--- src/rtl/pipe_pkg.sv ---
// pipe_pkg: shared definitions for the pipeline sequencer.
//   pipe_state_e : which control case the pipeline is in this cycle
//   NOP_INSN     : instruction encoding the pipeline registers load as a NOP
//   is_stall()   : true for the cases in which the PC does not advance
package pipe_pkg;

  typedef enum logic [2:0] {
    RUN        = 3'd0,
    FREEZE     = 3'd1,
    REDIRECT   = 3'd2,
    HAZARD     = 3'd3,
    FETCH_WAIT = 3'd4
  } pipe_state_e;

  // addi x0, x0, 0
  localparam logic [31:0] NOP_INSN = 32'h00000013;

  function automatic logic is_stall(input pipe_state_e s);
    return (s == FREEZE) || (s == HAZARD) || (s == FETCH_WAIT);
  endfunction

endpackage

--- src/rtl/pipe_ctrl_perf_counter.sv ---
// perf_counter: free-running event counter that wraps modulo 2^W.
//   clk   : clock
//   rst   : asynchronous active-high reset, clears the count
//   en    : count this cycle
//   count : current value
module perf_counter #(
  parameter int W = 32
) (
  input  logic         clk,
  input  logic         rst,
  input  logic         en,
  output logic [W-1:0] count
);

  always_ff @(posedge clk or posedge rst) begin
    if (rst) begin
      count <= '0;
    end else if (en) begin
      count <= count + 1'b1;
    end
  end

endmodule

--- src/rtl/pipe_ctrl.sv ---
// pipe_ctrl: central pipeline sequencer for the 5-stage core.
// Merges the ID hazard stall, the EX taken branch and the memory wait signals
// into load-enable / flush / bubble controls for PC, IF/ID, ID/EX, EX/MEM and
// MEM/WB. Holds a taken branch that arrives while the pipeline is frozen, runs
// a hazard-stall watchdog and three performance counters.
//   Inputs : clk, rst (async, active high), hz_stall, br_taken, imem_wait,
//            dmem_wait
//   Outputs: pc_en, ifid_en, ifid_flush, idex_en, idex_bubble, exmem_en,
//            memwb_en (combinational), redirect_pend, hz_timeout (registered),
//            perf_cycles, perf_stalls, perf_flushes (registered counters)
// Handshake note: there is no valid/ready pairing here; every stage register
// loads when its enable is 1 at the rising edge and holds otherwise. A flush or
// bubble only has effect together with that stage's enable.
// The current control case is visible as the internal signal `mode` for
// checkers bound to this module.
module pipe_ctrl
  import pipe_pkg::*;
#(
  parameter int CNT_W     = 32,
  parameter int MAX_STALL = 3
) (
  input  logic             clk,
  input  logic             rst,
  input  logic             hz_stall,
  input  logic             br_taken,
  input  logic             imem_wait,
  input  logic             dmem_wait,
  output logic             pc_en,
  output logic             ifid_en,
  output logic             ifid_flush,
  output logic             idex_en,
  output logic             idex_bubble,
  output logic             exmem_en,
  output logic             memwb_en,
  output logic             redirect_pend,
  output logic             hz_timeout,
  output logic [CNT_W-1:0] perf_cycles,
  output logic [CNT_W-1:0] perf_stalls,
  output logic [CNT_W-1:0] perf_flushes
);

  localparam int WD_W = $clog2(MAX_STALL + 2);
  localparam logic [WD_W-1:0] WD_LIMIT = WD_W'(MAX_STALL + 1);

  pipe_state_e     mode;
  logic [WD_W-1:0] wd_cnt;
  logic [WD_W-1:0] wd_cnt_next;
  logic            redirect_pend_next;
  logic            hz_timeout_next;
  logic            redir;

  // A held redirect counts exactly like a fresh one, so a br_taken that
  // repeats in the first unfrozen cycle is still a single redirect.
  assign redir = br_taken | redirect_pend;

  // ---------------------------------------------------------------------------
  // State register: held redirect, watchdog counter, sticky timeout
  // ---------------------------------------------------------------------------
  always_ff @(posedge clk or posedge rst) begin
    if (rst) begin
      redirect_pend <= 1'b0;
      wd_cnt        <= '0;
      hz_timeout    <= 1'b0;
    end else begin
      redirect_pend <= redirect_pend_next;
      wd_cnt        <= wd_cnt_next;
      hz_timeout    <= hz_timeout_next;
    end
  end

  // ---------------------------------------------------------------------------
  // Case selection, control outputs and next state
  // ---------------------------------------------------------------------------
  always_comb begin
    mode               = RUN;
    pc_en              = 1'b1;
    ifid_en            = 1'b1;
    ifid_flush         = 1'b0;
    idex_en            = 1'b1;
    idex_bubble        = 1'b0;
    exmem_en           = 1'b1;
    memwb_en           = 1'b1;
    redirect_pend_next = redirect_pend;
    wd_cnt_next        = '0;
    hz_timeout_next    = hz_timeout;

    if (dmem_wait) begin
      mode = FREEZE;
    end else if (redir) begin
      mode = REDIRECT;
    end else if (hz_stall) begin
      mode = HAZARD;
    end else if (imem_wait) begin
      mode = FETCH_WAIT;
    end

    case (mode)
      FREEZE: begin
        pc_en    = 1'b0;
        ifid_en  = 1'b0;
        idex_en  = 1'b0;
        exmem_en = 1'b0;
        memwb_en = 1'b0;
        // EX holds the branch target while frozen; remember that it was taken.
        if (br_taken) begin
          redirect_pend_next = 1'b1;
        end
        wd_cnt_next = wd_cnt;
      end
      REDIRECT: begin
        // Wrong-path instructions in IF and ID are squashed, so hazards and
        // fetch waits on them are irrelevant.
        ifid_flush         = 1'b1;
        idex_bubble        = 1'b1;
        redirect_pend_next = 1'b0;
      end
      HAZARD: begin
        pc_en       = 1'b0;
        ifid_en     = 1'b0;
        idex_bubble = 1'b1;
        // Saturate at the limit so a long stall cannot wrap the counter.
        wd_cnt_next = (wd_cnt == WD_LIMIT) ? wd_cnt : wd_cnt + 1'b1;
        if (wd_cnt_next == WD_LIMIT) begin
          hz_timeout_next = 1'b1;
        end
      end
      FETCH_WAIT: begin
        pc_en      = 1'b0;
        ifid_flush = 1'b1;
      end
      default: begin
      end
    endcase

    // While reset is held every stage stays loaded with NOPs.
    if (rst) begin
      pc_en       = 1'b0;
      ifid_en     = 1'b0;
      ifid_flush  = 1'b1;
      idex_en     = 1'b0;
      idex_bubble = 1'b1;
      exmem_en    = 1'b0;
      memwb_en    = 1'b0;
    end
  end

  // ---------------------------------------------------------------------------
  // Performance counters
  // ---------------------------------------------------------------------------
  perf_counter #(.W(CNT_W)) u_cycles (
    .clk   (clk),
    .rst   (rst),
    .en    (1'b1),
    .count (perf_cycles)
  );

  perf_counter #(.W(CNT_W)) u_stalls (
    .clk   (clk),
    .rst   (rst),
    .en    (is_stall(mode)),
    .count (perf_stalls)
  );

  perf_counter #(.W(CNT_W)) u_flushes (
    .clk   (clk),
    .rst   (rst),
    .en    (mode == REDIRECT),
    .count (perf_flushes)
  );

endmodule

--- config.mk ---
export PLATFORM = sky130hd
export DESIGN_NAME = pipe_ctrl
export DESIGN_NICKNAME = d
export VERILOG_FILES = /design/src/rtl/pipe_pkg.sv /design/src/rtl/pipe_ctrl_perf_counter.sv /design/src/rtl/pipe_ctrl.sv
export SDC_FILE = /design/constraint.sdc
export NUM_CORES = 1
export LEC_CHECK = 0
export BUFFER_PORTS_ARGS = -buffer_cell sky130_fd_sc_hd__buf_2
export CORE_MARGIN = 8
export CORE_UTILIZATION = 57
export DETAILED_ROUTE_END_ITERATION = 12
export HOLD_SLACK_MARGIN = 0.1
export PLACE_DENSITY = 0.93
export SLEW_MARGIN = 15
export SYNTH_ARGS = -nofsm -noshare
export SYNTH_HDL_FRONTEND = slang
export SYNTH_SLANG_ARGS = --single-unit
--- constraint.sdc ---
create_clock -name clk -period 6.8 [get_ports clk]
set_input_delay 0.68 -clock clk [delete_from_list [all_inputs] [get_ports clk]]
set_output_delay 0.68 -clock clk [all_outputs]
set_load 0.005 [all_outputs]
==> metrics.cfg <==
[outcome]
status=completed

[timing]
drv_slew=0
fin_setup_tns_ns=0
finalHoldViolCount=0
rsz0062_at_grt=no
setup_viol=0
fin_crit_sh_pct=34.3
fin_skew_ns=0.0139
fin_crit_ns=2.33
slew_headroom_pct=51.6
fmax_mhz=429
tightestPinTransition_ns=0.727

[layout]
postLayoutCellArea_um2=5420
finalNonFillerCells=643
final_cell_mix=110 x buf_2, 101 x dfrtp_1, 47 x xnor2_1
final_common_cell=buf_2
nets=548
syn_to_final_growth_pct=18.8
drive_gt1_share_pct=25.7
finalCoreUtilization_pct=70.1
antenna_cells=0

[clock_tree]
clock_latency_ns=0.35
cts_inserted_buffers=9
clock-sinks=101
post_cts_buffers=0
cts_tree=done
cts-root-buf=clkbuf_8
cts_max_path_buffers=2
h-tree-depth=3
cts_resized=0
clk_pin_slew_ns=0.10
hold_buffers=0

[die]
rows=32
core_area_um2=7730
die_x_um=105
io_pins=111
start_util_pct=59.0
die_y_um=105
die-area_um2=11100

[grt]
grt_pass1_vias=3600
grt_overflow_total=0
grt_max_degree=61
antenna_found_initial=0
gr-usage-all-layers_pct=18.4
grt_pass1_wl_um=17000

[pwr]
p_switching_mw=0.326
power_switching_share_pct=26.4
power_density_nw_per_um2=229
vdd_drop_max_mv=0.190
clkPwrFrac_pct=32.6
p_int_mw=0.912
comb_power_share_pct=11.6
power_leakage_nw=2.86
p_seq_share_pct=55.8

[critical_path]
reg2reg_setup_slack_ns=4.74
required_ns=6.12
r2r_start=redirect_pend
worstSetupEndpointType=primary output
arrival_ns=1.65
crit_start=hz_stall
cp-start-kind=primary input
worstRegToRegCells=5
worst-setup-path-type=in -> out
r2r-end=u_stalls.count[29]
endpoint=pc_en
cp_max_fo=11

[routing]
dr.pass1.iters=4
vias_per_cell=5.38
routed_wl_um=10200
drtIter0Drc=98
vias=3461
postRouteAntennaNets=0
post-route-drc-count=0
avgRoutedWirePerCell_um=15.9

[synth]
syn_nets=433
yosys_warnings=0
synthesis.area_um2=4560
synth-async-reset-ratio_pct=100
yosysUniqueCellTypes=37
syn-instance-count=422
syn_avg_cell_area_um2=10.8
synthFlopType=dfrtp_1
yosysSeqAreaShare_pct=55.4
ys_seq_elements=101
synth_edf_count=0

[worst_hold_path]
hold_class=in -> async

[job]
drv_cap=0

[placement]
io_buffers=110
gp_congestion=0.844
dp.cells=628
place_area_um2=5200
hpwl_um=7870

## Yosys cell counts (all sizes together) (2+ instances only)
library cell  count  area [um2]
ha                5        62.6
nor4              5        31.3
nand4            23         156
and3              6        37.5
o21ai             7        35.0
clkbuf            2        7.51
mux2              2        22.5
or2               3        21.3
dfrtp           101        2530
nand3            30         150
nor2             36         135
and4              4        35.0
and2              2        12.5
a21o              2        15.0
inv              12        45.0
nand2            45         169
xnor2            47         412
nand2b            2        12.5
nor3             26         146
or4               3        30.0
xor2             45         394
nor2b             3        18.8
buf               5        35.0
## through the flow
step	setup WS, ns	hold WS (ns)	total power [mW]
floorplan	2.91	0.451	0.777
global placement	4.34	0.439	0.835
detailed placement	4.27	0.443	0.848
CTS	4.46	0.389	1.24
global route	4.35	0.420	1.29
finish	4.47	0.377	1.24
## final cells by class
cell class,count,area (um2)
multi-input combinational,302,1940
inverter,12,47.5
timing repair buffer,111,558
tap,102,128
sequential,101,2530
fill,569,2310
clock buffer,9,124
clock inverter,6,88.8
## cells by family after synthesis
logic type,share of synthesized area (%)
AND/OR/NAND/NOR,21.3
flip-flops,55.4
XOR/XNOR,17.7
buffers and inverters,1.92
AO/OA/AOI/OAI,1.81
adder cells (fa/ha/maj),1.37
multiplexers,0.494
## worst min path at each step
stage | start | to | slack [ns] | cells past startpoint
finish | rst | u_flushes.count[0] | 0.38 | 2
global route | rst | u_cycles.count[8] | 0.42 | 2
CTS | rst | u_cycles.count[14] | 0.39 | 2
detailed placement | hz_timeout | hz_timeout | 0.44 | 1
global placement | hz_timeout | hz_timeout | 0.44 | 1
floorplan | hz_timeout | hz_timeout | 0.45 | 1
## worst max-delay path, stage by stage
cell    delay [ns]
buf_2         0.12
or2_2         0.29
a21o_1        0.31
nor2_1        0.12
buf_2         0.12
## power groups by stage
stage          clock network [mW]  logic, mW  registers (mW)
4_1_cts                     0.407      0.147           0.690
3_3_place_gp                    0      0.137           0.698
5_1_grt                     0.431      0.161           0.699
6_report                    0.404      0.143           0.692
2_1_floorplan                   0     0.0799           0.697
3_5_place_dp                    0      0.146           0.702
## state kept, by name, summed over array words and instances (netlist names)
register / cells
redirect_pend: 1
u_flushes.count: 32
wd_cnt: 3
hz_timeout: 1
u_cycles.count: 32
u_stalls.count: 32
## per-layer routing
metal / vias to the layer above / share of wire (%) / GRT usage (%) / routed length, um
li1: 1651 / - / - / -
met1: 1705 / 42 / 21.6 / 4260
met2: 93 / 52 / 31.7 / 5330
met3: 12 / 4.5 / 4.14 / 464
met4: 0 / 1.4 / 8.15 / 146
met5: - / 0 / 0 / 0
(Power assumes the default switching activity.)
